File: config.mk
export PLATFORM = sky130hd
export DESIGN_NAME = data_stack_flat
export DESIGN_NICKNAME = d
export VERILOG_FILES = /design/src/rtl/stack_pkg.sv /design/src/rtl/data_stack_if.sv /design/src/rtl/stack_regfile.sv /design/src/rtl/data_stack.sv /design/src/flat_wrapper.sv
export SDC_FILE = /design/constraint.sdc
export NUM_CORES = 1
export LEC_CHECK = 0
export CAP_MARGIN = 30
export CELL_PAD_IN_SITES_DETAIL_PLACEMENT = 1
export CELL_PAD_IN_SITES_GLOBAL_PLACEMENT = 1
export CORE_AREA = 3 3 196 198
export DETAILED_ROUTE_END_ITERATION = 12
export DIE_AREA = 0 0 199 201
export GPL_ROUTABILITY_DRIVEN = 0
export GPL_TIMING_DRIVEN = 0
export MAX_ROUTING_LAYER = met4
export PLACE_DENSITY = 0.81
export SETUP_SLACK_MARGIN = 0.15
export SLEW_MARGIN = 40
export SYNTH_ARGS = -nofsm -noshare
export SYNTH_HDL_FRONTEND = slang
export SYNTH_SLANG_ARGS = --single-unit
File: constraint.sdc
create_clock -name CLK -period 6.06 [get_ports CLK]
set_clock_uncertainty 0.15 [all_clocks]
set_input_delay 1.515 -clock CLK [delete_from_list [all_inputs] [get_ports CLK]]
set_output_delay 1.515 -clock CLK [all_outputs]
set_load 0.01 [all_outputs]
File: src/rtl/stack_pkg.sv
// Shared constants for the data stack and the control block that drives it.
// Holds the stackOP encodings and the default word width and depth.
package stack_pkg;

    localparam int DEF_WIDTH = 16;
    localparam int DEF_DEPTH = 16;

    localparam logic [2:0] OP_NOP     = 3'b000;
    localparam logic [2:0] OP_PUSH    = 3'b001;
    localparam logic [2:0] OP_POP     = 3'b010;
    localparam logic [2:0] OP_BINOP   = 3'b011;
    localparam logic [2:0] OP_REPLACE = 3'b100;
    localparam logic [2:0] OP_DUP     = 3'b101;
    localparam logic [2:0] OP_SWAP    = 3'b110;
    localparam logic [2:0] OP_OVER    = 3'b111;

endpackage

File: src/rtl/data_stack_if.sv
// Bus between the control/data-memory stage and the data stack.
// master drives the operation and write data; slave is the stack.
interface data_stack_if #(
    parameter int WIDTH = 16,
    parameter int PTR_W = 5
);
    logic [2:0]       stackOP;
    logic [WIDTH-1:0] din;
    logic [WIDTH-1:0] top;
    logic [WIDTH-1:0] next;
    logic [PTR_W-1:0] depth;
    logic             empty;
    logic             full;
    logic             overflow;
    logic             underflow;

    modport master (
        output stackOP, din,
        input  top, next, depth, empty, full, overflow, underflow
    );

    modport slave (
        input  stackOP, din,
        output top, next, depth, empty, full, overflow, underflow
    );
endinterface

File: src/rtl/stack_regfile.sv
// DEPTH x WIDTH storage with two async read ports and two sync write ports.
// No reset: contents are meaningful only below the depth held by the parent.
module stack_regfile #(
    parameter int WIDTH = 16,
    parameter int DEPTH = 16,
    localparam int AW = $clog2(DEPTH)
) (
    input  logic             i_clk,
    input  logic [AW-1:0]    i_raddr0,
    input  logic [AW-1:0]    i_raddr1,
    output logic [WIDTH-1:0] o_rdata0,
    output logic [WIDTH-1:0] o_rdata1,
    input  logic             i_we0,
    input  logic [AW-1:0]    i_waddr0,
    input  logic [WIDTH-1:0] i_wdata0,
    input  logic             i_we1,
    input  logic [AW-1:0]    i_waddr1,
    input  logic [WIDTH-1:0] i_wdata1
);
    logic [WIDTH-1:0] r_mem [DEPTH];

    // The parent never enables both ports on the same address.
    always_ff @(posedge i_clk) begin
        if (i_we0) r_mem[i_waddr0] <= i_wdata0;
        if (i_we1) r_mem[i_waddr1] <= i_wdata1;
    end

    assign o_rdata0 = r_mem[i_raddr0];
    assign o_rdata1 = r_mem[i_raddr1];
endmodule

File: src/rtl/data_stack.sv
// Hardware data stack: depth counter, operation legality checks, sticky
// overflow/underflow flags and depth-gated top/next outputs.
module data_stack
    import stack_pkg::*;
#(
    parameter int WIDTH = DEF_WIDTH,
    parameter int DEPTH = DEF_DEPTH,
    parameter int PTR_W = $clog2(DEPTH) + 1
) (
    input logic         CLK,
    input logic         reset,
    data_stack_if.slave bus
);
    localparam int AW = $clog2(DEPTH);
    localparam logic [PTR_W-1:0] C_DEPTH = PTR_W'(DEPTH);

    logic [PTR_W-1:0] r_depth;
    logic             r_ovf;
    logic             r_unf;

    logic [PTR_W-1:0] w_depth_nxt;
    logic             w_set_ovf;
    logic             w_set_unf;
    logic [AW-1:0]    w_idx_new;
    logic [AW-1:0]    w_idx_top;
    logic [AW-1:0]    w_idx_nxt;
    logic             w_ge1;
    logic             w_ge2;
    logic             w_at_max;
    logic [WIDTH-1:0] w_rd_top;
    logic [WIDTH-1:0] w_rd_nxt;
    logic             w_we0;
    logic [AW-1:0]    w_wa0;
    logic [WIDTH-1:0] w_wd0;
    logic             w_we1;
    logic [AW-1:0]    w_wa1;
    logic [WIDTH-1:0] w_wd1;

    assign w_idx_new = r_depth[AW-1:0];
    assign w_idx_top = w_idx_new - AW'(1);
    assign w_idx_nxt = w_idx_new - AW'(2);
    assign w_ge1     = (r_depth != '0);
    assign w_ge2     = (r_depth >= PTR_W'(2));
    assign w_at_max  = (r_depth == C_DEPTH);

    stack_regfile #(.WIDTH(WIDTH), .DEPTH(DEPTH)) u_regfile (
        .i_clk    (CLK),
        .i_raddr0 (w_idx_top),
        .i_raddr1 (w_idx_nxt),
        .o_rdata0 (w_rd_top),
        .o_rdata1 (w_rd_nxt),
        .i_we0    (w_we0),
        .i_waddr0 (w_wa0),
        .i_wdata0 (w_wd0),
        .i_we1    (w_we1),
        .i_waddr1 (w_wa1),
        .i_wdata1 (w_wd1)
    );

    // Rejected operations leave array and depth untouched and only raise a flag.
    always_comb begin
        w_depth_nxt = r_depth;
        w_set_ovf   = 1'b0;
        w_set_unf   = 1'b0;
        w_we0       = 1'b0;
        w_wa0       = w_idx_new;
        w_wd0       = bus.din;
        w_we1       = 1'b0;
        w_wa1       = w_idx_nxt;
        w_wd1       = w_rd_top;
        unique case (bus.stackOP)
            OP_PUSH: begin
                if (w_at_max) w_set_ovf = 1'b1;
                else begin
                    w_we0       = 1'b1;
                    w_depth_nxt = r_depth + PTR_W'(1);
                end
            end
            OP_POP: begin
                if (!w_ge1) w_set_unf = 1'b1;
                else w_depth_nxt = r_depth - PTR_W'(1);
            end
            OP_BINOP: begin
                if (!w_ge2) w_set_unf = 1'b1;
                else begin
                    w_we0       = 1'b1;
                    w_wa0       = w_idx_nxt;
                    w_depth_nxt = r_depth - PTR_W'(1);
                end
            end
            OP_REPLACE: begin
                if (!w_ge1) w_set_unf = 1'b1;
                else begin
                    w_we0 = 1'b1;
                    w_wa0 = w_idx_top;
                end
            end
            OP_DUP: begin
                // Empty takes precedence: DUP on an empty stack is an underflow.
                if (!w_ge1) w_set_unf = 1'b1;
                else if (w_at_max) w_set_ovf = 1'b1;
                else begin
                    w_we0       = 1'b1;
                    w_wd0       = w_rd_top;
                    w_depth_nxt = r_depth + PTR_W'(1);
                end
            end
            OP_SWAP: begin
                if (!w_ge2) w_set_unf = 1'b1;
                else begin
                    w_we0 = 1'b1;
                    w_wa0 = w_idx_top;
                    w_wd0 = w_rd_nxt;
                    w_we1 = 1'b1;
                end
            end
            OP_OVER: begin
                if (!w_ge2) w_set_unf = 1'b1;
                else if (w_at_max) w_set_ovf = 1'b1;
                else begin
                    w_we0       = 1'b1;
                    w_wd0       = w_rd_nxt;
                    w_depth_nxt = r_depth + PTR_W'(1);
                end
            end
            default: ;
        endcase
    end

    always_ff @(posedge CLK or posedge reset) begin
        if (reset) begin
            r_depth <= '0;
            r_ovf   <= 1'b0;
            r_unf   <= 1'b0;
        end else begin
            r_depth <= w_depth_nxt;
            if (w_set_ovf) r_ovf <= 1'b1;
            if (w_set_unf) r_unf <= 1'b1;
        end
    end

    assign bus.top       = w_ge1 ? w_rd_top : '0;
    assign bus.next      = w_ge2 ? w_rd_nxt : '0;
    assign bus.depth     = r_depth;
    assign bus.empty     = !w_ge1;
    assign bus.full      = w_at_max;
    assign bus.overflow  = r_ovf;
    assign bus.underflow = r_unf;
endmodule

File: src/flat_wrapper.sv
// flat-port wrapper written by rule: the top's interface ports become plain ports
module data_stack_flat import stack_pkg::*;
#(
    parameter int WIDTH = DEF_WIDTH,
    parameter int DEPTH = DEF_DEPTH,
    parameter int PTR_W = $clog2(DEPTH) + 1
)
  (CLK, reset, bus_stackOP, bus_din, bus_top, bus_next, bus_depth, bus_empty, bus_full, bus_overflow, bus_underflow);
  data_stack_if #(.WIDTH(WIDTH), .PTR_W(PTR_W)) bus_i ();
  input logic CLK;
  input logic reset;
  input wire logic [$bits(bus_i.stackOP)-1:0] bus_stackOP;
  input wire logic [$bits(bus_i.din)-1:0] bus_din;
  output wire logic [$bits(bus_i.top)-1:0] bus_top;
  output wire logic [$bits(bus_i.next)-1:0] bus_next;
  output wire logic [$bits(bus_i.depth)-1:0] bus_depth;
  output wire logic [$bits(bus_i.empty)-1:0] bus_empty;
  output wire logic [$bits(bus_i.full)-1:0] bus_full;
  output wire logic [$bits(bus_i.overflow)-1:0] bus_overflow;
  output wire logic [$bits(bus_i.underflow)-1:0] bus_underflow;
  assign bus_i.stackOP = bus_stackOP;
  assign bus_i.din = bus_din;
  assign bus_top = bus_i.top;
  assign bus_next = bus_i.next;
  assign bus_depth = bus_i.depth;
  assign bus_empty = bus_i.empty;
  assign bus_full = bus_i.full;
  assign bus_overflow = bus_i.overflow;
  assign bus_underflow = bus_i.underflow;
  data_stack #(.WIDTH(WIDTH), .DEPTH(DEPTH), .PTR_W(PTR_W)) u_core (.CLK(CLK), .reset(reset), .bus(bus_i));
endmodule
==> summary.txt, run 1 <==
CTS
  – CTS Sinks: 263
  – CTS Buf Count: 29
  – Clk Tree Root Cell: clkbuf_16
  – CTS tree: built
  – Cts hold-fix bufs: 0
  – Clock Path Buffers: 3
  – Worst-path clk slew: 0.06 ns
  – CTS H-tree depth: 1
  – Clk_lat worst skew: 0.57 ns

Final layout
  – Post-layout util: 53.2%
  – Most frequent cells in the layout: nor2_1, a21oi_1, edfxtp_1
  – Nets: 1,524
  – Commonest non-fill, non-tap cell in the layout: nor2_1
  – Fillers: 3,698
  – Layout area overhead: 18.6%
  – Non-Filler Instances: 1,982
  – Share of cells above drive strength 1: 25.2%
  – Design Area, Final: 19,500 sq um

Synth
  – Synth Flop Type: edfxtp_1
  – Synthesis-stage register bit count: 263
  – Synth top area cells: edfxtp_1, mux4_2, a21oi_1
  – Seq/Total Area, Yosys: 47.7%
  – Async SR Flop Fraction: 2.66%
  – Post-Syn Nets: 1,411
  – Post-synth EDFFs: 256
  – Synth cell types: 51
  – Cell accounting for the most synthesized area: edfxtp_1
  – Top-area cell type share of the netlist area: 46.7%
  – YS warnings: 0
  – Mapped Cells: 1,379
  – Syn_area_per_cell: 11.9 sq um
  – Mapped Area: 16,500 sq um

Floorplan
  – DIE HEIGHT: 201 um
  – Row count: 70
  – Core box area: 36,700 sq um
  – Starting Density: 44.9%
  – Ports: 62
  – Die area: 40,000 sq um
  – Die Span X: 199 um

STA
  – RSZ-0062 raised after global routing: true
  – Max_slew headroom: 40.6%
  – Final min period: 5.87 ns
  – Least-Margin Pin Slew: 0.891 ns
  – Final worst-path cycle share: 96.8%
  – Fmax: 0.170 GHz
  – Final Hold Viols: 0
  – Setup-failing EPs final: 0
  – Fin. max-slew vios: 0

Worst setup path
  – Reg2Reg Launch Point: u_core.bus.depth[1]
  – CP cell instances: buf_4 -> buf_8 -> buf_8 -> clkinvlp_4 -> ha_1 -> clkbuf_4 -> clkbuf_4 -> mux4_2 -> mux2i_1 -> mux2i_4 -> and2_1 -> clkdlybuf4s50_1
  – Worst-path fanout max: 10
  – CP endpoint kind: primary output
  – Setup CP Type: reg2out
  – Critical path arrival: 4.20 ns
  – Worst EP required: 4.39 ns
  – Critical Path Start: u_core.bus.depth[1]
  – Crit path largest cell delay: 0.47 ns
  – Worst path buffer plus inverter count: 7
  – Crit path max-delay family: buffers and inverters
  – Slowest cell on crit path: clkdlybuf4s50_1
  – Startpoint class of the critical path: register

Drt
  – Initial DRC count: 1,694
  – Pre-antenna DRT Iters: 5
  – Routed Antenna Nets: 0
  – Total wire length: 61,300 um
  – DRC: 0
  – Vias/cell: 6.72
  – Routed WL per cell: 30.9 um
  – Via count: 13,300

Run status
  – Status: complete, no violations

GRT
  – Overflow after GRT: 0
  – Number of global-route vias before repair: 14,100
  – Largest net degree at the start of global routing: 17
  – First-pass GRT wire length: 90,300 um
  – Initial antenna violation count: 1
  – GRT Util Overall: 31.1%

Placement
  – Buffers added on ports: 60
  – Placed instance area: 17,900 sq um
  – Final HPWL DP: 46,200 um
  – Dpl cells: 1,918

Worst hold path
  – HP Class: reg2reg
  – Min-delay src: u_core.bus.overflow

Run
  – Maxcap violations: 0
## sequential cells by signal, indices dropped and copies added (netlist names)
register                count
u_core.bus.depth            5
u_core.bus.underflow        1
u_core.u_regfile.r_mem    256
u_core.bus.overflow         1
## cells by family (layout without fill, tap and decap cells)
| family | after synthesis | in the layout | synth area share, % |
|---|---|---|---|
| and+or+nand+nor | 362 | 362 | 8.92 |
| AOI/OAI and AO/OA | 358 | 358 | 13.7 |
| DFF | 263 | 263 | 47.7 |
| muxes | 227 | 227 | 23.7 |
| buffers and inverters | 149 | 283 | 4.62 |
| adders and majority gates | 11 | 11 | 0.881 |
| xor gates and xnor gates | 9 | 9 | 0.524 |
| other | 0 | 1 | 0 |
## cells in the mapped netlist (2+ instances only)
cell and n:
a221oi_1 16, and2_1 18, buf_6 11, a21o_1 4, o21ai_0 40, nor2_1 299
xor2_1 4, a21oi_1 263, mux2_2 19, a31oi_1 3, o211ai_1 2, mux2i_1 80
ha_1 10, nor2b_1 2, nor3_1 4, and4_1 3, dfrtp_1 7, xnor2_1 4
a41oi_1 2, buf_4 20, nand2_1 20, clkbuf_1 71, a311oi_4 15, buf_1 2
buf_2 35, inv_1 7, nor3b_1 2, edfxtp_1 256, mux4_2 128, nand3_1 7
inv_2 3, nand2b_1 3
## through the flow
| step | setup slack [ns] | setup TNS [ns] | hold WS [ns] |
|---|---|---|---|
| after floorplan | 1.37 | 0 | 0.363 |
| after global placement | -0.941 | -103.16 | 0.309 |
| after detailed placement | -0.979 | -14.05 | 0.317 |
| after CTS | 0.171 | 0 | 0.335 |
| after global routing | 0.121 | 0 | 0.371 |
| final | 0.192 | 0 | 0.337 |
## path summary, 6_finish.rpt
check,to,slack (ns),cells past startpoint
worst max-delay path,bus_top[4],0.19,12
worst min-delay path,u_core.bus.overflow,0.34,1
worst max register to register,u_core.u_regfile.r_mem[10][14],1.51,14
worst min register to register,u_core.bus.overflow,0.34,1
max in group asynchronous,u_core.bus.depth[1],4.42,2
min in group asynchronous,u_core.bus.depth[3],1.07,2
## layer usage
layer	vias to the layer above	part of all wire [%]	track usage (%)
li1	5517	-	-
met1	6736	36	38.1
met2	872	48	49.8
met3	195	11	7.50
met4	0	4.7	12.8
met5	-	0	-
## layout make-up
class                      count  area (sq um)  area share [%]
inverter                      10          55.1           0.282
tap                          468           586            3.00
clock buffer                  32           737            3.77
sequential                   263          7860            40.3
timing repair buffer          82           812            4.16
clock inverter                20           193           0.986
multi-input combinational    967          8480            43.4
buffer                       139           805            4.12
antenna                        1          2.50          0.0128
## what timing repair did
item,4_1_cts,5_1_grt
gates resized for setup,86,27
endpoints found under the setup margin,32,26
pin swaps,0,0
buffers inserted,10,1
cloned,0,0
Power of run 1 is not shown: default switching activity piles up to over one toggle a cycle in this logic, so the estimate is an artifact.
==> run 2, diff against run 1 <==
--- a/config.mk
+++ b/config.mk
@@ -12,7 +12,6 @@
 export DETAILED_ROUTE_END_ITERATION = 12
 export DIE_AREA = 0 0 199 201
 export GPL_ROUTABILITY_DRIVEN = 0
-export GPL_TIMING_DRIVEN = 0
 export MAX_ROUTING_LAYER = met4
 export PLACE_DENSITY = 0.81
 export SETUP_SLACK_MARGIN = 0.15
==> run 2 against run 1 <==
Cell count is 4.2% lower. Routed wire length is 4.9% lower. Clock-buffer cell count is 1 higher. Utilization is 2.3 points lower. Sequential share of layout area is 1.9 points higher. Critical path type unchanged. Largest cell class unchanged. Non-clock buffer count is 81 lower. Sequential cell count stayed put. Register-to-register slack worse by 0.88 ns. Worst setup slack better by 0.16 ns.
==> summary.txt, run 2 (same netlist as run 1, synthesis figures left out) <==
STA
  – Max_slew headroom: 39.1% (was 40.6%)
  – Final Hold Viols: 0 (unchanged)
  – Fmax: 0.175 GHz (was 0.170 GHz)
  – RSZ-0062 raised after global routing: false (was true)
  – Setup-failing EPs final: 0 (unchanged)
  – Setup_tns: 0 ns (unchanged)
  – Final min period: 5.70 ns (was 5.87 ns)
  – Final worst-path cycle share: 94.1% (was 96.8%)
  – Least-Margin Pin Slew: 0.913 ns (was 0.891 ns)
  – Fin. max-slew vios: 0 (unchanged)

Final layout
  – Layout area overhead: 13.3% (was 18.6%)
  – Share of cells above drive strength 1: 22.0% (was 25.2%)
  – Largest reg by FF count: u_core.u_regfile.r_mem (unchanged)
  – Most frequent cells in the layout: nor2_1, a21oi_1, edfxtp_1 (unchanged)
  – Commonest non-fill, non-tap cell in the layout: nor2_1 (unchanged)
  – Inserted Diodes: 0 (was 1)
  – Nets: 1,442 (was 1,524)
  – Fillers: 3,735 (was 3,698)
  – Max FFs per register: 256 (unchanged)

Drt
  – Routed WL per cell: 30.7 um (was 30.9 um)
  – Vias/cell: 6.87 (was 6.72)
  – Via count: 13,000 (was 13,300)
  – DRC: 0 (unchanged)
  – Initial DRC count: 1,690 (was 1,694)
  – Routed Antenna Nets: 0 (unchanged)
  – Pre-antenna DRT Iters: 5 (unchanged)
  – Total wire length: 58,200 um (was 61,300 um)

Worst setup path
  – Worst EP required: 4.39 ns (about the same)
  – CP endpoint kind: primary output (unchanged)
  – Worst-path fanout max: 21 (was 10)
  – Reg2Reg Launch Point: u_core.bus.depth[1] (unchanged)
  – R2r setup slk: 0.63 ns (was 1.51 ns)
  – Setup CP Type: reg2out (unchanged)
  – Worst path buffer plus inverter count: 4 (was 7)
  – Startpoint class of the critical path: register (unchanged)
  – Critical path arrival: 4.04 ns (was 4.20 ns)
  – CP cell instances: inv_1 -> ha_1 -> a21boi_2 -> xnor2_1 -> inv_4 -> mux2i_1 -> buf_4 -> and2_1 -> clkdlybuf4s50_1 (was buf_4 -> buf_8 -> buf_8 -> clkinvlp_4 -> ha_1 -> clkbuf_4 -> clkbuf_4 -> mux4_2 -> mux2i_1 -> mux2i_4 -> and2_1 -> clkdlybuf4s50_1)
  – Crit path max-delay family: buffers and inverters (unchanged)
  – Worst reg2reg path depth: 9 (was 14)
  – Slowest cell on crit path: dfrtp_4 (was clkdlybuf4s50_1)
  – Worst r2r dst: u_core.u_regfile.r_mem[7][1] (was u_core.u_regfile.r_mem[10][14])
  – Crit path largest cell delay: 0.64 ns (was 0.47 ns)

Placement
  – Final HPWL DP: 36,900 um (was 46,200 um)
  – Buffers added on ports: 61 (was 60)

CTS
  – CTS Buf Count: 28 (was 29)
  – Cts hold-fix bufs: 0 (unchanged)
  – Clk Tree Root Cell: clkbuf_16 (unchanged)
  – CTS Sinks: 263 (unchanged)
  – Worst-path clk slew: 0.06 ns (about the same)
  – CTS H-tree depth: 1 (unchanged)
  – CTS tree: built (unchanged)
  – Clock Path Buffers: 3 (unchanged)
  – Clk_lat worst skew: 0.57 ns (about the same)

Run status
  – Status: complete, no violations (unchanged)

Worst hold path
  – WHS Path Cells: 1 (unchanged)
  – Min-delay src: u_core.bus.underflow (was u_core.bus.overflow)
  – Hold Crit Endpoint: u_core.bus.underflow (was u_core.bus.overflow)
  – HP Class: reg2reg (unchanged)

GRT
  – First-pass GRT wire length: 86,400 um (was 90,300 um)
  – Initial antenna violation count: 0 (was 1)
  – GRT Util Overall: 29.5% (was 31.1%)
  – Met1 GRT Util: 35.9% (was 38.1%)
  – Overflow after GRT: 0 (unchanged)
  – Largest net degree at the start of global routing: 107 (was 17)
  – M3 GR Usage: 4.93% (was 7.50%)
  – Number of global-route vias before repair: 13,400 (was 14,100)
  – Gr busiest metal: met2 (unchanged)
  – GR met2 Demand/Resource: 46.9% (was 49.8%)

Run
  – Maxcap violations: 0 (unchanged)

Floorplan
  – Ports: 62 (unchanged)
  – DIE HEIGHT: 201 um (unchanged)
  – Row count: 70 (unchanged)
  – Die area: 40,000 sq um (unchanged)
  – Core box area: 36,700 sq um (unchanged)
  – Starting Density: 44.9% (unchanged)
  – Die Span X: 199 um (unchanged)
-- run 2: changes by cell type in the layout (fill, tap and decap cells not counted), sizes merged --
| cell | previous run | this run |
|---|---|---|
| clkinv | 12 | 9 |
| clkbuf | 101 | 33 |
| clkinvlp | 4 | 5 |
| buf | 92 | 79 |
| bufinv | 4 | 3 |
| clkdlybuf4s50 | 60 | 61 |
| diode | 1 | 0 |
-- run 2: timing repair --
| item | 4_1_cts | 5_1_grt |
|---|---|---|
| gates resized for setup | 0 | 4 |
| setup endpoints to repair | 0 | 14 |
| setup buffers | 0 | 5 |
-- run 2: worst max path at each step --
| stage | to | slack [ns] | from | depth (start not counted) |
|---|---|---|---|---|
| 6_report | bus_top[14] | 0.36 | u_core.bus.depth[1] | 9 |
| 5_1_grt | bus_top[14] | 0.21 | u_core.bus.depth[1] | 9 |
| 4_1_cts | bus_top[6] | 0.17 | u_core.bus.depth[1] | 9 |
| 3_5_place_dp | u_core.u_regfile.r_mem[7][14] | 0.74 | bus_stackOP[1] | 8 |
| 3_3_place_gp | u_core.u_regfile.r_mem[6][15] | 0.84 | bus_stackOP[1] | 8 |
| 2_1_floorplan | u_core.u_regfile.r_mem[4][0] | 1.37 | bus_stackOP[1] | 7 |
-- run 2: metrics by stage --
| step | std cells | cell area, sq um | worst slack [ns] | hold WS [ns] | util (%) |
|---|---|---|---|---|---|
| finish | 1898 | 18700 | 0.356 | 0.339 | 50.9 |
| global route | 1898 | 18700 | 0.207 | 0.371 | 50.9 |
| CTS | 1888 | 18500 | 0.174 | 0.338 | 50.5 |
| detailed placement | 1838 | 17600 | 0.740 | 0.315 | 48.0 |
| global placement | 1838 | 17600 | 0.841 | 0.311 | 48.0 |
| floorplan | 1379 | 16500 | 1.37 | 0.363 | - |
-- run 2: layer usage --
| layer | wire, um | share of wire (%) |
|---|---|---|
| met2 | 28700 | 49 |
| met4 | 3380 | 5.8 |
| met5 | 0 | 0 |
| met3 | 5450 | 9.4 |
| met1 | 20700 | 36 |
-- run 2: layout make-up --
class	instances	area [sq um]	area share, %
inverters	10	40.0	0.214
clock inverters	17	183	0.978
flip-flops and latches	263	7870	42.2
clock buffers	33	719	3.85
multi-input cells	967	7980	42.7
repair buffers	140	1300	6.95
well taps	468	586	3.14
Power of run 2 is left out for the same reason.
